<file path="src/rtl/bsg_fifo_1r1w_small_counted_if.sv">
// Handshake bundle for bsg_fifo_1r1w_small_counted: enqueue/dequeue side, flush and occupancy.
// master = producer/consumer environment, slave = the FIFO.
interface bsg_fifo_1r1w_small_counted_if #(
    parameter int width_p = -1,
    parameter int els_p   = -1
);
    localparam int count_w = (els_p > 1) ? $clog2(els_p + 1) : 1;

    logic               flush_i;
    logic               v_i;
    logic               ready_o;
    logic [width_p-1:0] data_i;
    logic               v_o;
    logic [width_p-1:0] data_o;
    logic               yumi_i;
    logic [count_w-1:0] count_o;
    logic               almost_full_o;

    modport master (
        output flush_i, v_i, data_i, yumi_i,
        input  ready_o, v_o, data_o, count_o, almost_full_o
    );

    modport slave (
        input  flush_i, v_i, data_i, yumi_i,
        output ready_o, v_o, data_o, count_o, almost_full_o
    );
endinterface

</file>
<file path="src/rtl/bsg_fifo_1r1w_small_counted.sv">
// Small register-array FIFO with occupancy count, almost-full flag, flush and post-reset ready ramp.
// Define BSG_FIFO_1R1W_SMALL_COUNTED_BYPASS_EN for a zero-latency path through an empty FIFO.
module bsg_fifo_1r1w_small_counted #(
    parameter int width_p              = -1,
    parameter int els_p                = -1,
    parameter int ready_THEN_valid_p   = 0,
    parameter int almost_full_thresh_p = els_p - 1
) (
    input logic clk_i,
    input logic reset_n_i,
    bsg_fifo_1r1w_small_counted_if.slave fifo_if
);
    localparam int ptr_w     = (els_p > 2) ? $clog2(els_p) : 1;
    localparam int count_w   = (els_p > 1) ? $clog2(els_p + 1) : 1;
    localparam int mem_depth = (els_p > 1) ? els_p : 2;

    localparam logic [ptr_w-1:0]   last_ptr  = ptr_w'(els_p - 1);
    localparam logic [count_w-1:0] full_cnt  = count_w'(els_p);
    localparam logic [count_w-1:0] af_thresh = count_w'(almost_full_thresh_p);

    logic [width_p-1:0] mem_r [mem_depth];
    logic [ptr_w-1:0]   wptr_r, rptr_r;
    logic [count_w-1:0] count_r;
    logic               init_r;

    logic               full, empty, ready_int, v_int, enque, consumed;
    logic               do_enq, do_deq;
    logic [width_p-1:0] data_int;

    function automatic logic [ptr_w-1:0] ptr_inc(input logic [ptr_w-1:0] p);
        return (p == last_ptr) ? '0 : p + ptr_w'(1);
    endfunction

    always_comb begin
        full      = (count_r == full_cnt);
        empty     = (count_r == '0);
        ready_int = ~full & init_r & ~fifo_if.flush_i;
        enque     = (ready_THEN_valid_p != 0) ? fifo_if.v_i : (fifo_if.v_i & ready_int);
`ifdef BSG_FIFO_1R1W_SMALL_COUNTED_BYPASS_EN
        // An empty FIFO forwards the incoming item; if it is taken now it never touches storage.
        if (empty & ~fifo_if.flush_i) begin
            v_int    = fifo_if.v_i & ready_int;
            data_int = fifo_if.data_i;
            consumed = v_int & fifo_if.yumi_i;
        end else begin
            v_int    = ~empty & ~fifo_if.flush_i;
            data_int = mem_r[rptr_r];
            consumed = 1'b0;
        end
`else
        v_int    = ~empty & ~fifo_if.flush_i;
        data_int = mem_r[rptr_r];
        consumed = 1'b0;
`endif
        do_enq = enque & ~fifo_if.flush_i & ~consumed;
        do_deq = fifo_if.yumi_i & ~fifo_if.flush_i & ~consumed;
    end

    assign fifo_if.ready_o       = ready_int;
    assign fifo_if.v_o           = v_int;
    assign fifo_if.data_o        = data_int;
    assign fifo_if.count_o       = count_r;
    assign fifo_if.almost_full_o = (count_r >= af_thresh);

    always_ff @(posedge clk_i) begin
        if (do_enq) begin
            mem_r[wptr_r] <= fifo_if.data_i;
        end
    end

    always_ff @(posedge clk_i or negedge reset_n_i) begin
        if (!reset_n_i) begin
            wptr_r  <= '0;
            rptr_r  <= '0;
            count_r <= '0;
            init_r  <= 1'b0;
        end else begin
            init_r <= 1'b1;
            if (fifo_if.flush_i) begin
                wptr_r  <= '0;
                rptr_r  <= '0;
                count_r <= '0;
            end else begin
                if (do_enq) wptr_r <= ptr_inc(wptr_r);
                if (do_deq) rptr_r <= ptr_inc(rptr_r);
                case ({do_enq, do_deq})
                    2'b10:   count_r <= count_r + count_w'(1);
                    2'b01:   count_r <= count_r - count_w'(1);
                    default: count_r <= count_r;
                endcase
            end
        end
    end

`ifndef SYNTHESIS
    // Flush overrides both handshakes, so strobes during flush are not protocol errors.
    assert property (@(posedge clk_i) disable iff (!reset_n_i)
        !(enque & full & ~fifo_if.flush_i))
        else $error("bsg_fifo_1r1w_small_counted: enqueue while full");

    assert property (@(posedge clk_i) disable iff (!reset_n_i)
        !(fifo_if.yumi_i & ~v_int & ~fifo_if.flush_i))
        else $error("bsg_fifo_1r1w_small_counted: yumi_i while v_o=0");
`endif
endmodule

</file>
<file path="src/flat_wrapper.sv">
// flat-port wrapper written by rule: the top's interface ports become plain ports
module bsg_fifo_1r1w_small_counted_flat 
#(
    parameter int width_p              = -1,
    parameter int els_p                = -1,
    parameter int ready_THEN_valid_p   = 0,
    parameter int almost_full_thresh_p = els_p - 1
)
  (clk_i, reset_n_i, fifo_if_flush_i, fifo_if_v_i, fifo_if_data_i, fifo_if_yumi_i, fifo_if_ready_o, fifo_if_v_o, fifo_if_data_o, fifo_if_count_o, fifo_if_almost_full_o);
  bsg_fifo_1r1w_small_counted_if #(.width_p(width_p), .els_p(els_p)) fifo_if_i ();
  input logic clk_i;
  input logic reset_n_i;
  input wire logic [$bits(fifo_if_i.flush_i)-1:0] fifo_if_flush_i;
  input wire logic [$bits(fifo_if_i.v_i)-1:0] fifo_if_v_i;
  input wire logic [$bits(fifo_if_i.data_i)-1:0] fifo_if_data_i;
  input wire logic [$bits(fifo_if_i.yumi_i)-1:0] fifo_if_yumi_i;
  output wire logic [$bits(fifo_if_i.ready_o)-1:0] fifo_if_ready_o;
  output wire logic [$bits(fifo_if_i.v_o)-1:0] fifo_if_v_o;
  output wire logic [$bits(fifo_if_i.data_o)-1:0] fifo_if_data_o;
  output wire logic [$bits(fifo_if_i.count_o)-1:0] fifo_if_count_o;
  output wire logic [$bits(fifo_if_i.almost_full_o)-1:0] fifo_if_almost_full_o;
  assign fifo_if_i.flush_i = fifo_if_flush_i;
  assign fifo_if_i.v_i = fifo_if_v_i;
  assign fifo_if_i.data_i = fifo_if_data_i;
  assign fifo_if_i.yumi_i = fifo_if_yumi_i;
  assign fifo_if_ready_o = fifo_if_i.ready_o;
  assign fifo_if_v_o = fifo_if_i.v_o;
  assign fifo_if_data_o = fifo_if_i.data_o;
  assign fifo_if_count_o = fifo_if_i.count_o;
  assign fifo_if_almost_full_o = fifo_if_i.almost_full_o;
  bsg_fifo_1r1w_small_counted #(.width_p(width_p), .els_p(els_p), .ready_THEN_valid_p(ready_THEN_valid_p), .almost_full_thresh_p(almost_full_thresh_p)) u_core (.clk_i(clk_i), .reset_n_i(reset_n_i), .fifo_if(fifo_if_i));
endmodule
</file>
<file path="config.mk">
export PLATFORM = sky130hd
export DESIGN_NAME = bsg_fifo_1r1w_small_counted_flat
export DESIGN_NICKNAME = d
export VERILOG_FILES = /design/src/rtl/bsg_fifo_1r1w_small_counted_if.sv /design/src/rtl/bsg_fifo_1r1w_small_counted.sv /design/src/flat_wrapper.sv
export SDC_FILE = /design/constraint.sdc
export NUM_CORES = 1
export LEC_CHECK = 0
export CAP_MARGIN = 5
export CORE_AREA = 2 2 39 41
export CTS_CLUSTER_DIAMETER = 30
export DETAILED_ROUTE_END_ITERATION = 12
export DIE_AREA = 0 0 41 43
export SETUP_SLACK_MARGIN = 0.3
export SYNTH_ARGS = -nofsm -noshare
export SYNTH_HDL_FRONTEND = slang
export SYNTH_SLANG_ARGS = --single-unit
</file>
<file path="constraint.sdc">
create_clock -name clk_i -period 1 [get_ports clk_i]
set_input_delay 0.25 -clock clk_i [delete_from_list [all_inputs] [get_ports clk_i]]
set_output_delay 0.25 -clock clk_i [all_outputs]
set_load 0.005 [all_outputs]
</file>
==> results of run 1 <==
[cells in the mapped netlist (all sizes together)]
library cell	n
edfxtp	3
dfrtp	2
nor2b	2
a21oi	1
and2	1
buf	1
conb	1
mux2	1
nor2	1
nor3b	1
[path summary, 6_finish.rpt]
path	slack (ps)	startpoint	depth (start not counted)	endpoint
hold / removal	180	reset_n_i	1	u_core.fifo_if.count_o
setup reg to reg	-310	u_core.fifo_if.count_o	5	u_core.mem_r[0][1]
min in group clk_i	560	fifo_if_data_i[2]	1	u_core.mem_r[0][2]
hold reg to reg	680	u_core.init_r	2	u_core.fifo_if.count_o
max in group asynchronous	700	reset_n_i	1	u_core.init_r
setup / recovery	-310	u_core.fifo_if.count_o	5	u_core.mem_r[0][1]
[what timing repair did]
| action | in CTS | in global routing |
|---|---|---|
| setup buffers | 4 | 0 |
| pin swaps | 1 | 1 |
| endpoints found under the setup margin | 10 | 10 |
| resized for setup | 28 | 3 |
[worst max-delay path: stages, from the launching register on]
cell and delay, ps:
dfrtp_1 380, buf_6 130, nor3b_4 170, buf_4 130, buf_6 70, and2_4 140
[layer usage]
metal	track usage [%]	vias to the layer above	wire length, µm
li1	-	91	-
met1	6.91	88	194
met2	8.44	15	241
met3	3.66	2	79
met4	10.0	0	6
met5	0	-	0
[sequential cells by signal, indices dropped and copies added (netlist names)]
name	flops
u_core.fifo_if.count_o	1
u_core.init_r	1
u_core.mem_r	3
[area by class of cell]
cell class / instances / area, µm²
Sequential cell: 5 / 140
Tap cell: 16 / 20.0
Fill cell: 151 / 945
Multi-Input combinational cell: 9 / 90.1
Clock buffer: 4 / 26.3
Timing Repair Buffer: 20 / 163
[layout by cell type (no fill, tap or decap)]
master | netlist | layout
clkbuf_4 | 0 | 3
clkbuf_1 | 0 | 1
buf_6 | 0 | 3
dfrtp_1 | 2 | 2
clkdlybuf4s50_1 | 0 | 6
and2_4 | 0 | 1
buf_2 | 0 | 6
nor2_1 | 1 | 1
nor3b_4 | 0 | 1
mux2_4 | 1 | 1
a21oi_4 | 0 | 1
nor2b_1 | 2 | 1
conb_1 | 1 | 2
buf_4 | 1 | 4
dlygate4sd2_1 | 0 | 1
nor2b_4 | 0 | 1
edfxtp_1 | 3 | 3
[kinds of logic after synthesis]
group | count (synthesis)
AO/OA/AOI/OAI | 1
multiplexers | 1
flip-flops | 5
AND/OR/NAND/NOR | 5
other | 1
buffers and inverters | 1
[power by group through the flow]
stage	registers [µW]	logic, µW	clock network, µW
floorplan	240	27.3	0
global placement	239	93.5	0
detailed placement	239	95.3	0
CTS	235	111	241
global route	237	130	252
finish	236	122	228
[per-stage QoR]
stage	total power (µW)	worst slack [ps]	setup TNS, ps	utilization, %	hold WS, ps
after floorplan	268	-83.1	-249	-	-45.6
after global routing	619	-368	-2300	31.7	180
final	585	-314	-1990	31.7	180
after global placement	332	-703	-3440	27.8	430
after CTS	586	-331	-2060	30.4	178
after detailed placement	335	-732	-3600	27.8	435
==> flow_metrics.env, run 1 <==
export IMPL_finalHoldViolCount=0
export IMPL_synthAdderAreaFrac_pct=0
export IMPL_status="complete, but fails checks"
export IMPL_gr_total_overflow=0
export IMPL_synth_area_leaders="edfxtp_1, dfrtp_1, mux2_4"
export IMPL_peakVddDrop_v=0.000462
export IMPL_cts_root_buf="clkbuf_4"
export IMPL_synthXorXnorAreaFrac_pct=0
export IMPL_nets=47
export IMPL_pwr_share_clk_pct=38.9
export IMPL_drive_gt1_share_pct=55.3
export IMPL_syn_area_um2=210
export IMPL_ys_warnings_count=0
export IMPL_p_leak_uw=0.000198
export IMPL_p_sw_uw=121
export IMPL_via_count=196
export IMPL_synth_top_area_share_pct=42.9
export IMPL_rsz0062_at_grt="yes"
export IMPL_critical_path_arrival_ps=1270
export IMPL_ios=15
export IMPL_grt_max_degree=4
export IMPL_power_density_mw_per_mm2=1330
export IMPL_end_kind="flop"
export IMPL_critPathLaunchType="flop"
export IMPL_setup_ws_ps=-314
export IMPL_start_util_pct=15.2
export IMPL_grt_pass1_vias=208
export IMPL_fmax_mhz=761
export IMPL_ys_seq_area_share_pct=66.7
export IMPL_drt_pass1_iter_count=2
export IMPL_design_area_um2=439
export IMPL_synth_compound_area_share_pct=4.17
export IMPL_clk_pin_slew_ps=40
export IMPL_finClkSkew_ps=0.959
export IMPL_ant_nets=0
export IMPL_finalWeightedCongestion=0.565
export IMPL_min_period_ps=1310
export IMPL_n_antenna_cell=0
export IMPL_die_w_um=41
export IMPL_muxShareOfSynthArea_pct=7.14
export IMPL_setup_viol=7
export IMPL_dieArea_mm2=0.00176
export IMPL_violations="setup timing"
export IMPL_cell_internal_pwr_uw=464
export IMPL_coreArea_mm2=0.00138
export IMPL_syn_to_final_growth_pct=109
export IMPL_routed_wl_um=521
export IMPL_sequentialPowerShare_pct=40.3
export IMPL_synth_top_family_by_area="simple AND/OR/NAND/NOR gates"
export IMPL_die_y_um=43
export IMPL_drc=0
export IMPL_wire_per_inst_um=9.65
export IMPL_drt_first_iter_violations=1
export IMPL_cts_buffer_depth=2
export IMPL_cp_max_fo=3
export IMPL_clk_latency_ps=240
export IMPL_synth_seq_cells=5
export IMPL_grtUsageTotal_pct=7.08
export IMPL_tritoncts="built"
export IMPL_avgSynthCellArea_um2=15.0
export IMPL_synth_cell_types=10
export IMPL_synthCells=14
export IMPL_antenna_found_initial=0
export IMPL_placed_area_um2=384
export IMPL_placed_cells=46
export IMPL_synthSimpleGateAreaFrac_pct=16.7
export IMPL_required_ps=960
export IMPL_cts_sinks=5
export IMPL_ctsHoldBuffers=0
export IMPL_power_frac_comb_pct=20.8
export IMPL_rows=14
export IMPL_crit_type="reg -> reg"
export IMPL_dp_hpwl_um=388
export IMPL_cap_violations=0
export IMPL_switching_share_pct=20.7
export IMPL_min_period_over_period_pct=131
export IMPL_numCtsBuffers=3
export IMPL_yosys_area_top_type="edfxtp_1"
export IMPL_vias_per_cell=3.63
export IMPL_grt_pass1_wl_um=724
export IMPL_port_buffers=13
export IMPL_slew_viol_final=0
export IMPL_hold_path_class="in -> async"
export IMPL_htreeDepth=1
export IMPL_fin_cells=54
Note: power is estimated with default switching activity, not from simulation.
==> inputs of run 2 (changes only) <==
clock period = 1.7 ns   (was 1 ns; I/O delays follow)
==> flow_metrics.env, run 2 (synthesized netlist as in run 1, its figures left out) <==
export IMPL_status="completed"
export IMPL_finalWeightedCongestion=0.642
export IMPL_p_sw_uw=62.9
export IMPL_end_kind="output port"
export IMPL_cp_slowest_stage_delay_ps=410
export IMPL_final_cell_mix="clkdlybuf4s50_1, dlygate4sd2_1, clkbuf_4, edfxtp_1"
export IMPL_crit_type="reg -> out"
export IMPL_grtUsageTotal_pct=5.67
export IMPL_fin_util_pct=26.9
export IMPL_vias_per_cell=3.21
export IMPL_setup_viol=0
export IMPL_setup_tns_ps=0
export IMPL_routed_wl_um=375
export IMPL_final_common_cell="clkdlybuf4s50_1"
export IMPL_drive_gt1_share_pct=34.4
export IMPL_coreArea_mm2=0.00138
export IMPL_clk_pin_slew_ps=40
export IMPL_hold_path_class="in -> async"
export IMPL_path_buf_inv=1
export IMPL_worstReg2RegEnd="u_core.mem_r[0][1]"
export IMPL_nFillCells=143
export IMPL_cp_max_fo=4
export IMPL_grt_max_degree=5
export IMPL_finalHoldViolCount=0
export IMPL_cap_violations=0
export IMPL_wire_per_inst_um=7.81
export IMPL_drt_pass1_iter_count=2
export IMPL_r2r_start="u_core.fifo_if.count_o"
export IMPL_min_period_over_period_pct=81.9
export IMPL_grt_pass1_vias=111
export IMPL_cts_sinks=5
export IMPL_grt_pass1_wl_um=538
export IMPL_r2r_slack_ps=590
export IMPL_clk_latency_ps=240
export IMPL_rr_worst_depth=2
export IMPL_n_antenna_cell=0
export IMPL_drt_first_iter_violations=1
export IMPL_largest_register="u_core.mem_r"
export IMPL_fmax_mhz=718
export IMPL_power_density_mw_per_mm2=848
export IMPL_nets=41
export IMPL_die_w_um=41
export IMPL_largest_reg_flops=3
export IMPL_finClkSkew_ps=3.77
export IMPL_cp_cell_sequence="nor3b_2, buf_2"
export IMPL_rsz0062_at_grt="yes"
export IMPL_power_frac_comb_pct=13.6
export IMPL_cell_internal_pwr_uw=253
export IMPL_sequentialPowerShare_pct=44.0
export IMPL_peakVddDrop_v=0.000393
export IMPL_via_count=154
export IMPL_multiInputGateArea_um2=68.8
export IMPL_antenna_found_initial=0
export IMPL_port_buffers=13
export IMPL_crit_family="flip-flops"
export IMPL_cts_buffer_depth=2
export IMPL_numCtsBuffers=3
export IMPL_gr_total_overflow=0
export IMPL_p_leak_uw=0.000162
export IMPL_min_period_ps=1390
export IMPL_switching_share_pct=19.9
export IMPL_syn_to_final_growth_pct=77.4
export IMPL_critical_path_arrival_ps=970
export IMPL_ios=15
export IMPL_htreeDepth=1
export IMPL_cts_root_buf="clkbuf_4"
export IMPL_pwr_share_clk_pct=42.4
export IMPL_required_ps=1270
export IMPL_register_area_um2=140
export IMPL_power_uw=316
export IMPL_rows=14
export IMPL_start_util_pct=15.2
export IMPL_dieArea_mm2=0.00176
export IMPL_slew_viol_final=0
export IMPL_ant_nets=0
export IMPL_slowest_stage="dfrtp_1"
export IMPL_tritoncts="built"
export IMPL_critPathLaunchType="flop"
export IMPL_die_y_um=43
export IMPL_drc=0
## run 2: through the flow
step / std cells / setup slack [ps] / hold WS, ps / area [µm²]
after global placement: 43 / -347 / 596 / 357
after CTS: 48 / 140 / 347 / 378
after global routing: 48 / 248 / 331 / 373
after detailed placement: 43 / -360 / 601 / 357
final: 48 / 307 / 349 / 373
after floorplan: 15 / 585 / 129 / 214
## run 2: timing repair
| action | CTS | global route |
|---|---|---|
| setup buffers | 1 | 0 |
| gates resized for setup | 10 | 6 |
| hold buffers | 0 | 0 |
| pin swaps | 1 | 1 |
| hold endpoints to repair | 0 | 0 |
| setup endpoints to repair | 8 | 3 |
## run 2: power groups by stage
| stage | registers (µW) | logic (µW) | clock network [µW] |
|---|---|---|---|
| 2_1_floorplan | 141 | 14.7 | 0 |
| 3_3_place_gp | 142 | 46.0 | 0 |
| 3_5_place_dp | 142 | 46.1 | 0 |
| 4_1_cts | 139 | 43.7 | 139 |
| 5_1_grt | 140 | 47.5 | 155 |
| 6_report | 139 | 43.0 | 134 |
## run 2: cell type report
type,count,area share (%)
timing repair buffer,14,31.5
multi-input combinational,9,18.5
clock buffer,4,7.05
sequential,5,37.6
tap,16,5.37
## run 2: how the worst max path moves through the flow
stage / startpoint / cells past startpoint / slack, ps / endpoint
6_report: u_core.fifo_if.count_o / 2 / 310 / fifo_if_ready_o
5_1_grt: u_core.fifo_if.count_o / 2 / 250 / fifo_if_ready_o
4_1_cts: fifo_if_flush_i / 3 / 140 / fifo_if_ready_o
3_5_place_dp: fifo_if_flush_i / 3 / -360 / fifo_if_ready_o
3_3_place_gp: fifo_if_flush_i / 3 / -350 / fifo_if_ready_o
2_1_floorplan: fifo_if_flush_i / 2 / 580 / u_core.mem_r[0][0]
## run 2: per-layer routing
layer | wire, µm | share of wire, % | GRT usage (%)
met1 | 209 | 56 | 8.94
met2 | 85 | 23 | 2.50
met3 | 80 | 21 | 7.85
met4 | 0 | 0 | 4.00
met5 | 0 | 0 | 0
==> inputs of run 3 (changes only) <==
clock period = 1.39 ns   (was 1.7 ns; I/O delays follow)
==> flow_metrics.env, run 3 (synthesized netlist as in run 1, its figures left out) <==
export IMPL_clk_latency_ps=240
export IMPL_drt_pass1_iter_count=1
export IMPL_dieArea_mm2=0.00176
export IMPL_ctsHoldBuffers=0
export IMPL_end_kind="output port"
export IMPL_clk_pin_slew_ps=40
export IMPL_pwr_share_clk_pct=39.0
export IMPL_power_frac_comb_pct=20.9
export IMPL_fmax_mhz=714
export IMPL_cap_violations=0
export IMPL_cp_max_fo=2
export IMPL_violations="setup timing"
export IMPL_peakVddDrop_v=0.000298
export IMPL_cts_sinks=5
export IMPL_finClkSkew_ps=0.724
export IMPL_die_w_um=41
export IMPL_final_common_cell="clkdlybuf4s50_1"
export IMPL_grt_pass1_vias=149
export IMPL_drive_gt1_share_pct=51.4
export IMPL_die_y_um=43
export IMPL_grt_pass1_wl_um=655
export IMPL_cell_internal_pwr_uw=335
export IMPL_setup_viol=1
export IMPL_gr_total_overflow=0
export IMPL_drc=0
export IMPL_critical_path_arrival_ps=1050
export IMPL_rsz0062_at_grt="yes"
export IMPL_sequentialPowerShare_pct=40.1
export IMPL_power_density_mw_per_mm2=979
export IMPL_critPathLaunch="u_core.fifo_if.count_o"
export IMPL_nets=46
export IMPL_r2r_start="u_core.fifo_if.count_o"
export IMPL_via_count=177
export IMPL_setup_ws_ps=-10.0
export IMPL_critPathLaunchType="flop"
export IMPL_numCtsBuffers=3
export IMPL_tritoncts="built"
export IMPL_vias_per_cell=3.34
export IMPL_whs_ps=275
export IMPL_routed_wl_um=451
export IMPL_wire_per_inst_um=8.51
export IMPL_final_cell_mix="clkdlybuf4s50_1, buf_2, buf_6"
export IMPL_min_period_ps=1400
export IMPL_largest_register="u_core.mem_r"
export IMPL_rows=14
export IMPL_port_buffers=13
export IMPL_finalHoldViolCount=0
export IMPL_status="complete, but fails checks"
export IMPL_slew_viol_final=0
export IMPL_place_ws_ps=-545
export IMPL_p_sw_uw=86.7
export IMPL_cts_buffer_depth=2
export IMPL_finalWeightedCongestion=0.668
export IMPL_grt_max_degree=5
export IMPL_crit_type="reg -> out"
export IMPL_switching_share_pct=20.6
export IMPL_antenna_found_initial=0
export IMPL_cts_root_buf="clkbuf_4"
export IMPL_power_uw=421
export IMPL_grtUsageTotal_pct=6.88
export IMPL_drt_first_iter_violations=0
export IMPL_htreeDepth=1
export IMPL_required_ps=1040
export IMPL_ant_nets=0
export IMPL_syn_to_final_growth_pct=105
export IMPL_largest_reg_flops=3
export IMPL_min_period_over_period_pct=101
export IMPL_start_util_pct=15.2
export IMPL_hold_path_class="in -> async"
export IMPL_n_antenna_cell=0
export IMPL_p_leak_uw=0.000191
export IMPL_coreArea_mm2=0.00138
export IMPL_ios=15
==> run 3: changes by cell type in the layout (fill, tap and decap cells not counted), moves of 2 or more <==
cell and delta:
dlygate4sd2_1 -3, buf_4 +2, buf_2 +3, buf_6 +4
==> run 3: cell type report <==
class / count / area, µm²
tap: 16 / 20.0
fill: 147 / 953
sequential: 5 / 140
multi-input combinational: 9 / 82.6
timing repair buffer: 19 / 161
clock buffer: 4 / 26.3
==> run 3: what timing repair did <==
item / in CTS / in global routing
setup buffers: 3 / 1
resized for setup: 28 / 3
endpoints found under the setup margin: 10 / 8
pin swaps: 2 / 1
==> run 3: final timing paths <==
path,end,depth (start not counted),slack (ps)
setup / recovery,fifo_if_ready_o,3,-10
min in group clk_i,u_core.mem_r[0][1],1,670
max in group asynchronous,u_core.init_r,1,990
hold reg to reg,u_core.fifo_if.count_o,3,740
setup reg to reg,u_core.fifo_if.count_o,5,130
hold / removal,u_core.fifo_if.count_o,1,280
==> run 3: metrics by stage <==
stage	setup TNS, ps	area, µm²	util [%]	cells
floorplan	0	216	-	15
global placement	-1400	374	27.0	45
detailed placement	-1410	374	27.0	45
CTS	-30.1	405	29.3	52
global route	-101	430	31.1	53
finish	-10.0	430	31.1	53
==> run 3: layer usage <==
metal  share of wire, %  GRT usage, %
met2                 35          6.25
met1                 43          8.91
met5                  0             0
met3                 17          3.14
met4                4.7          10.0
==> run 3: power groups by stage <==
stage | clock [µW] | combinational [µW] | sequential [µW]
2_1_floorplan | 0 | 19.1 | 173
6_report | 164 | 88.2 | 169
4_1_cts | 171 | 76.0 | 168
3_3_place_gp | 0 | 63.6 | 173
5_1_grt | 181 | 96.1 | 170
3_5_place_dp | 0 | 64.0 | 173
==> run 3: critical path, cell delays in order, from the launching register on <==
cell and delay, ps:
dfrtp_1 380, buf_6 130, nor3b_4 170, buf_2 140
